### config.mk
export PLATFORM = sky130hd
export DESIGN_NAME = lvds_timing_ctrl
export DESIGN_NICKNAME = d
export VERILOG_FILES = /design/src/rtl/lvds_timing_ctrl.sv
export SDC_FILE = /design/constraint.sdc
export NUM_CORES = 1
export LEC_CHECK = 0
export CAP_MARGIN = 20
export CORE_MARGIN = 10
export CORE_UTILIZATION = 37
export CTS_BUF_LIST = sky130_fd_sc_hd__clkbuf_16
export CTS_CLUSTER_DIAMETER = 40
export DETAILED_ROUTE_END_ITERATION = 6
export PLACE_DENSITY = 0.57
export SKIP_LAST_GASP = 1
export SLEW_MARGIN = 30
export SYNTH_ARGS = -nofsm -noshare
export SYNTH_HDL_FRONTEND = slang
export SYNTH_SLANG_ARGS = --single-unit
### constraint.sdc
create_clock -name iclk -period 2.4 [get_ports iclk]
set_input_delay 0.48 -clock iclk [delete_from_list [all_inputs] [get_ports iclk]]
set_output_delay 0.48 -clock iclk [all_outputs]
set_load 0.05 [all_outputs]
### src/rtl/lvds_timing_ctrl.sv
// Frame-timing generator (DE/HS/VS/X/Y) with frame-boundary port-mode and pattern sequencing.
// Optional build macro AUTO_CYCLE_EN adds automatic pattern advance every FRAMES_PER_PAT frames.
module lvds_timing_ctrl #(
   parameter int H_ACTIVE       = 1920,
   parameter int H_FP           = 88,
   parameter int H_SYNC         = 44,
   parameter int H_BP           = 148,
   parameter int V_ACTIVE       = 1080,
   parameter int V_FP           = 4,
   parameter int V_SYNC         = 5,
   parameter int V_BP           = 36,
   parameter int PAT_NUM        = 8,
   parameter int FRAMES_PER_PAT = 60
) (
   input  logic        iclk,
   input  logic        iRESET,
   input  logic        iEN,
   input  logic        iPORT_REQ,
   input  logic        iKEY_NEXT,
   input  logic        iAUTO,
   output logic        oDE,
   output logic        oHS,
   output logic        oVS,
   output logic [11:0] oX,
   output logic [11:0] oY,
   output logic        oFRAME_START,
   output logic        oTWO_PORT_SEL,
   output logic [3:0]  oPAT_ID
);
   localparam int H_TOTAL = H_ACTIVE + H_FP + H_SYNC + H_BP;
   localparam int V_TOTAL = V_ACTIVE + V_FP + V_SYNC + V_BP;

   localparam logic [11:0] H_END  = 12'(H_TOTAL - 1);
   localparam logic [11:0] V_END  = 12'(V_TOTAL - 1);
   localparam logic [11:0] H_ACT  = 12'(H_ACTIVE);
   localparam logic [11:0] V_ACT  = 12'(V_ACTIVE);
   localparam logic [11:0] HS_BEG = 12'(H_ACTIVE + H_FP);
   localparam logic [11:0] HS_END = 12'(H_ACTIVE + H_FP + H_SYNC);
   localparam logic [11:0] VS_BEG = 12'(V_ACTIVE + V_FP);
   localparam logic [11:0] VS_END = 12'(V_ACTIVE + V_FP + V_SYNC);
   localparam logic [3:0]  PAT_LAST = 4'(PAT_NUM - 1);

   if ((H_ACTIVE % 2) != 0) begin : g_chk_h_even
      $error("lvds_timing_ctrl: H_ACTIVE must be even");
   end
   if (V_BP < 1) begin : g_chk_vbp
      $error("lvds_timing_ctrl: V_BP must be at least 1");
   end
   if ((PAT_NUM < 1) || (PAT_NUM > 16)) begin : g_chk_pat
      $error("lvds_timing_ctrl: PAT_NUM must be in 1..16");
   end
   if (FRAMES_PER_PAT < 1) begin : g_chk_fpp
      $error("lvds_timing_ctrl: FRAMES_PER_PAT must be at least 1");
   end
   if ((H_TOTAL > 4096) || (V_TOTAL > 4096)) begin : g_chk_cnt
      $error("lvds_timing_ctrl: totals must fit the 12-bit counters");
   end

   typedef enum logic [1:0] {
      ST_IDLE  = 2'd0,
      ST_RUN   = 2'd1,
      ST_DRAIN = 2'd2
   } state_t;

   state_t      state_q, state_d;
   logic [11:0] hcnt_q, hcnt_d;
   logic [11:0] vcnt_q, vcnt_d;
   logic        key_q;
   logic        next_pend_q, next_pend_d;
   logic        two_port_q, two_port_d;
   logic [3:0]  pat_q, pat_d;
   logic        de_q, hs_q, vs_q, fs_q;
   logic [11:0] x_q, y_q;

   logic running_s;
   logic frame_end_s;
   logic key_rise_s;
   logic manual_s;
   logic advance_s;
   logic auto_fire_s;

   assign running_s   = (state_q == ST_RUN) || (state_q == ST_DRAIN);
   assign frame_end_s = running_s && (hcnt_q == H_END) && (vcnt_q == V_END);
   assign key_rise_s  = iKEY_NEXT && !key_q;
   assign manual_s    = key_rise_s || next_pend_q;

   // Run/drain sequencing and raster counters
   always_comb begin
      state_d = state_q;
      hcnt_d  = 12'd0;
      vcnt_d  = 12'd0;
      case (state_q)
         ST_IDLE: begin
            if (iEN) state_d = ST_RUN;
            else     state_d = ST_IDLE;
         end
         ST_RUN: begin
            if (iEN)              state_d = ST_RUN;
            else if (frame_end_s) state_d = ST_IDLE;
            else                  state_d = ST_DRAIN;
         end
         ST_DRAIN: begin
            if (iEN)              state_d = ST_RUN;
            else if (frame_end_s) state_d = ST_IDLE;
            else                  state_d = ST_DRAIN;
         end
         default: state_d = ST_IDLE;
      endcase
      if (running_s) begin
         if (hcnt_q == H_END) begin
            hcnt_d = 12'd0;
            if (vcnt_q == V_END) vcnt_d = 12'd0;
            else                 vcnt_d = vcnt_q + 12'd1;
         end else begin
            hcnt_d = hcnt_q + 12'd1;
            vcnt_d = vcnt_q;
         end
      end else begin
         hcnt_d = 12'd0;
         vcnt_d = 12'd0;
      end
   end

   // Mode and pattern only move in IDLE or on the last count of a frame
   always_comb begin
      two_port_d  = two_port_q;
      next_pend_d = next_pend_q;
      advance_s   = 1'b0;
      if (state_q == ST_IDLE) begin
         two_port_d  = iPORT_REQ;
         advance_s   = manual_s;
         next_pend_d = 1'b0;
      end else if (frame_end_s) begin
         two_port_d  = iPORT_REQ;
         advance_s   = manual_s || auto_fire_s;
         next_pend_d = 1'b0;
      end else if (key_rise_s) begin
         next_pend_d = 1'b1;
      end else begin
         next_pend_d = next_pend_q;
      end
      if (!advance_s)              pat_d = pat_q;
      else if (pat_q >= PAT_LAST)  pat_d = 4'd0;
      else                         pat_d = pat_q + 4'd1;
   end

`ifdef AUTO_CYCLE_EN
   localparam int FCW = (FRAMES_PER_PAT > 1) ? $clog2(FRAMES_PER_PAT) : 1;
   localparam logic [FCW-1:0] FC_LAST = FCW'(FRAMES_PER_PAT - 1);

   logic [FCW-1:0] fc_q, fc_d;

   // Frame counter: restarts on iAUTO=0 or any manual advance
   always_comb begin
      fc_d        = fc_q;
      auto_fire_s = 1'b0;
      if (!iAUTO) begin
         fc_d = '0;
      end else if (frame_end_s) begin
         if (manual_s) begin
            fc_d = '0;
         end else if (fc_q == FC_LAST) begin
            fc_d        = '0;
            auto_fire_s = 1'b1;
         end else begin
            fc_d = fc_q + 1'b1;
         end
      end else if ((state_q == ST_IDLE) && manual_s) begin
         fc_d = '0;
      end else begin
         fc_d = fc_q;
      end
   end

   always_ff @(posedge iclk) begin
      if (!iRESET) fc_q <= '0;
      else         fc_q <= fc_d;
   end
`else
   logic unused_auto_s;
   assign unused_auto_s = iAUTO;
   assign auto_fire_s   = 1'b0;
`endif

   // All state and outputs; outputs decode the counters one cycle late
   always_ff @(posedge iclk) begin
      if (!iRESET) begin
         state_q     <= ST_IDLE;
         hcnt_q      <= 12'd0;
         vcnt_q      <= 12'd0;
         key_q       <= 1'b0;
         next_pend_q <= 1'b0;
         two_port_q  <= 1'b0;
         pat_q       <= 4'd0;
         de_q        <= 1'b0;
         hs_q        <= 1'b0;
         vs_q        <= 1'b0;
         fs_q        <= 1'b0;
         x_q         <= 12'd0;
         y_q         <= 12'd0;
      end else begin
         state_q     <= state_d;
         hcnt_q      <= hcnt_d;
         vcnt_q      <= vcnt_d;
         key_q       <= iKEY_NEXT;
         next_pend_q <= next_pend_d;
         two_port_q  <= two_port_d;
         pat_q       <= pat_d;
         de_q        <= running_s && (hcnt_q < H_ACT) && (vcnt_q < V_ACT);
         hs_q        <= running_s && (hcnt_q >= HS_BEG) && (hcnt_q < HS_END);
         vs_q        <= running_s && (vcnt_q >= VS_BEG) && (vcnt_q < VS_END);
         fs_q        <= running_s && (hcnt_q == 12'd0) && (vcnt_q == 12'd0);
         x_q         <= running_s ? hcnt_q : 12'd0;
         y_q         <= running_s ? vcnt_q : 12'd0;
      end
   end

   assign oDE           = de_q;
   assign oHS           = hs_q;
   assign oVS           = vs_q;
   assign oX            = x_q;
   assign oY            = y_q;
   assign oFRAME_START  = fs_q;
   assign oTWO_PORT_SEL = two_port_q;
   assign oPAT_ID       = pat_q;
endmodule

# After elaboration in Yosys (flattened, before gate mapping)
# Cells that the tools add are included.
# classes
n_reduce_logical	22
order_cmp	7
n_mux	10
bitwise_logic	2
addsub	3
eq_ne	4
# op_table
cell	n
< comparator 12 x 11 -> 1 bit, second input constant	3
adder 12 x 1 -> 12 bit, second input constant	2
greater-or-equal comparator 12 x 11 -> 1 bit, second input constant	2
logical NOT 12 bit	2
== test 12 x 11 -> 1 bit, second input constant	1
== test 12 bit, second input constant	1
< comparator 12 bit, second input constant	1
two-way mux 12 bit	1
logical AND 1 bit	11
OR reduction 3 bit	2
two-way mux 1 bit	5
adder 4 x 1 -> 4 bit, second input constant	1
greater-or-equal comparator 4 x 3 -> 1 bit, second input constant	1
two-way mux 2 bit	2
two-way mux 4 bit	1
one-hot mux 2 bit (2 select lines)	1
== test 2 x 1 -> 1 bit, second input constant	1
== test 2 bit, second input constant	1
logical NOT 2 bit	1
logical OR 1 bit	2
NOT 1 bit	2
AND reduction 2 bit	1
nonzero test 2 bit	1
OR reduction 2 bit	1
logical NOT 1 bit	1
# word_totals
input_bits	6
wordCells	61
reg_bits	61

# Longest topological paths before layout
# depth
depth_word	7
ltp_mapped	8
ltp_nobuf	7

# Least setup slack after synthesis
# No wires, ideal clock.
# synth_timing
path_kind	reg-to-reg
startpoint	register hcnt_q[0]
endpoint	register vcnt_q[9]
setup_time_ns	0.060
n_path_buf	2
slack_ns	0.539
required_ns	2.340
t_arrival_ns	1.801
path_stages_with_launch	9
cell_sequence	dfxtp_1 -> ha_1 -> and4_2 -> and4_1 -> buf_6 -> a41o_2 -> buf_2 -> a311oi_1 -> a41o_1
# synth_between
elab_chain_cells	1
# synth_rtl
item	line_no	rtl
start: declaration	66	logic [11:0] hcnt_q, hcnt_d;
start signal: assignment	203	hcnt_q <= hcnt_d;
== test 12 bit	110	if (hcnt_q == H_END) begin
end signal: assignment	204	vcnt_q <= vcnt_d;
end: declaration	67	logic [11:0] vcnt_q, vcnt_d;
# No other way between the ends.
# A chain may end at the register's enable or synchronous reset.

# Worst setup path in the final report
# layout_timing
startpoint	register hcnt_q[0]
endpoint	register pat_q[3], in the netlist oPAT_ID[3]
# layout_between
elab_chain_cells	5
# layout_rtl
item	line_no	rtl
== test 12 bit	83	assign frame_end_s = running_s && (hcnt_q == H_END) && (vcnt_q == V_END);
logical AND 1 bit (2 in a row)	83	
two-way mux 1 bit	133	end else if (frame_end_s) begin
two-way mux 1 bit	129	if (state_q == ST_IDLE) begin
end signal: assignment	208	pat_q <= pat_d;
end: declaration	71	logic [3:0] pat_q, pat_d;
# No other way between the ends.

==> metrics.yaml <==
p_leak_uw: 0.00117
synth_top_cell_by_area: "dfxtp_1"
start_util_pct: 38.2
syn_nets: 270
synthXorXnorAreaFrac_pct: 6.86
synth_compound_area_share_pct: 5.62
period_share_pct: 87.7
clkTransAtPathRegs_ns: 0.05
cp.arrival_ns: 2.35
tightest_slew_ns: 0.533
dr.pass1.iters: 4
worstHoldEndpoint: "hcnt_q[0]"
finalClockSkew_ns: 0.00317
drt_iter0_drc: 104
dp.cells: 366
startpoint_type: "flop"
drt_wl_total_mm: 5.13
final_cell_mix: "dfxtp_1, nor2_1, clkdlybuf4s50_1"
synth_top_area_share_pct: 50.3
yosysUniqueCellTypes: 45
worst_ir_drop_vdd_v: 0.000420
slowest_delay_ns: 0.43
cpLargestDelayFamily: "simple AND/OR/NAND/NOR gates"
regToRegEndpoint: "oPAT_ID[3]"
final_max_slew_viol_count: 0
post_drt_wl_per_cell_um: 13.5
clock_sinks: 61
antenna_left: 0
synthToLayoutAreaGrowth_pct: 28.7
nets: 313
h-tree-depth: 3
drive_above_1_share_pct: 9.21
fp.dieH_um: 101
grt.total_usage_pct: 11.0
fmax_ghz: 0.475
power.total_uw: 2220
yosys.area_share.adder_pct: 3.61
grt_start_max_net_pins: 28
crit_type: "reg -> reg"
drc: 0
grt_antenna_before_repair: 0
postCtsHoldBufs: 0
maxSlewHeadroom_pct: 64.2
syn_avg_cell_area_um2: 9.44
synth_cells: 257
gp_congestion: 0.801
finalSetupTns_ns: 0
io_pins: 39
path_cells: "ha_1, and4_2, and4_1, a31oi_4, or3_1, a21boi_1"
final_common_cell: "dfxtp_1"
ys_top_cells_by_area: "dfxtp_1, nor2_1, xnor2_1"
critPathCaptureType: "flop"
cts_buffers: 9
yosysWarnings: 0
final-setup-viol-count: 0
synth_mux_area_share_pct: 1.24
cts_root_buffer: "clkbuf_16"
post_cts_buffers: 0
cts_tree: "yes"
grt_pass1_vias: 1857
die_w_um: 101
synth_top_family_by_area: "simple AND/OR/NAND/NOR gates"
dp_hpwl_mm: 3.74
r2r_start: "hcnt_q[0]"
hold_path_startpoint: "hcnt_q[0]"
status: "complete, no violations"
viasPerCell: 4.91
slowest_stage: "and4_1"
period_needed_ns: 2.10
grt_overflow_total: 0
p_per_area_nw_per_um2: 711
hp-class: "reg -> reg"
yosysSeqAreaShare_pct: 50.3
cts.path.max_buffers: 2
critPathRequiredTime_ns: 2.65
synthSimpleGateAreaFrac_pct: 27.3
netlist_area_um2: 2430
fp-row-count: 29
ys_ff_latch: 61
n_fill_cell: 597
reg2regPathDepth: 6
whs_path_depth: 1
instances_no_fill: 381
hold_viol: 0
rsz0062_at_grt: "false"
cts_resized: 0
cap_violations: 0
worst_skew_pair.late_latency_ns: 0.32
antenna_cells: 0
dieArea_um2: 10200
reg2reg_slack_ns: 0.30
core_um2: 6350
dr_total_vias: 1871
cp_max_fo: 7
grt_pass1_wl_mm: 8.82
multi_input_area_um2: 1080
path_buf_inv: 0
hold_ws_ns: 0.472
port_buffers: 37
final-seq-area_um2: 1220
## how the worst max path moves through the flow
stage          startpoint          to  slack, ns  cells past startpoint
2_1_floorplan   hcnt_q[0]   vcnt_q[9]       0.54                      8
3_3_place_gp    hcnt_q[0]  oPAT_ID[3]       0.34                      6
3_5_place_dp    hcnt_q[0]  oPAT_ID[3]       0.32                      6
4_1_cts         hcnt_q[0]  oPAT_ID[3]       0.31                      6
5_1_grt         hcnt_q[0]  oPAT_ID[3]       0.09                      6
6_report        hcnt_q[0]  oPAT_ID[3]       0.30                      6
## final cells by class
class                           count  area share (%)
Sequential cell                    61            39.1
Clock inverter                      6           0.762
Clock buffer                        9            7.21
Multi-Input combinational cell    170            34.7
Timing Repair Buffer               43            13.3
Tap cell                           77            3.09
Inverter                           15            1.80
## cell families after synthesis
group,count (synthesis)
compound gates,18
xor+xnor,19
fa+ha+maj,7
buf+inv,26
flops,61
mux,3
simple gates,123
## registers in the layout (all words and copies together), names as in the netlist, 2 cells and up
register / cells
oX: 12
state_q: 2
oY: 12
oPAT_ID: 4
vcnt_q: 12
hcnt_q: 12
## per-layer routing
layer	GRT usage (%)	wire length, um
met5	0	0
met4	7.40	124
met3	4.25	424
met2	14.8	2110
met1	13.9	2460
## worst register-to-register path, stage by stage, from the launching register on
cell	delay, ns
dfxtp_1	0.37
ha_1	0.25
and4_2	0.26
and4_1	0.43
a31oi_4	0.20
or3_1	0.40
a21boi_1	0.14
## report_power, final
| group | switching, uW | total (uW) | internal [uW] |
|---|---|---|---|
| logic | 79.6 | 127 | 47.3 |
| clock network | 386 | 1050 | 667 |
| registers | 9.89 | 1040 | 1030 |
| total | 475 | 2220 | 1740 |
## stage by stage
step / setup WS [ns] / cell area (um^2) / utilization [%]
after floorplan: 0.539 / 2430 / -
after global placement: 0.339 / 2870 / 45.2
after detailed placement: 0.324 / 2870 / 45.2
after CTS: 0.310 / 3120 / 49.2
after global routing: 0.0852 / 3120 / 49.2
final: 0.296 / 3120 / 49.2
## Yosys cell counts (all sizes together)
master	count
nor4	5
xor2	5
clkbuf	7
and3b	1
inv	15
nand3b	1
nor2b	2
mux2i	3
a311oi	1
a41o	2
and4	3
nand2	17
a311o	1
nor4bb	1
a21boi	1
dfxtp	61
nor4b	1
buf	4
a31o	1
nor2	43
xnor2	14
nand3	5
a31oi	1
o21ai	3
and3	19
and2	2
a21oi	7
and4b	1
ha	7
nand2b	1
nor3b	1
nand4	9
o211ai	1
or3	2
or3b	1
nor3	8
Note: power is estimated with default switching activity, not from simulation.
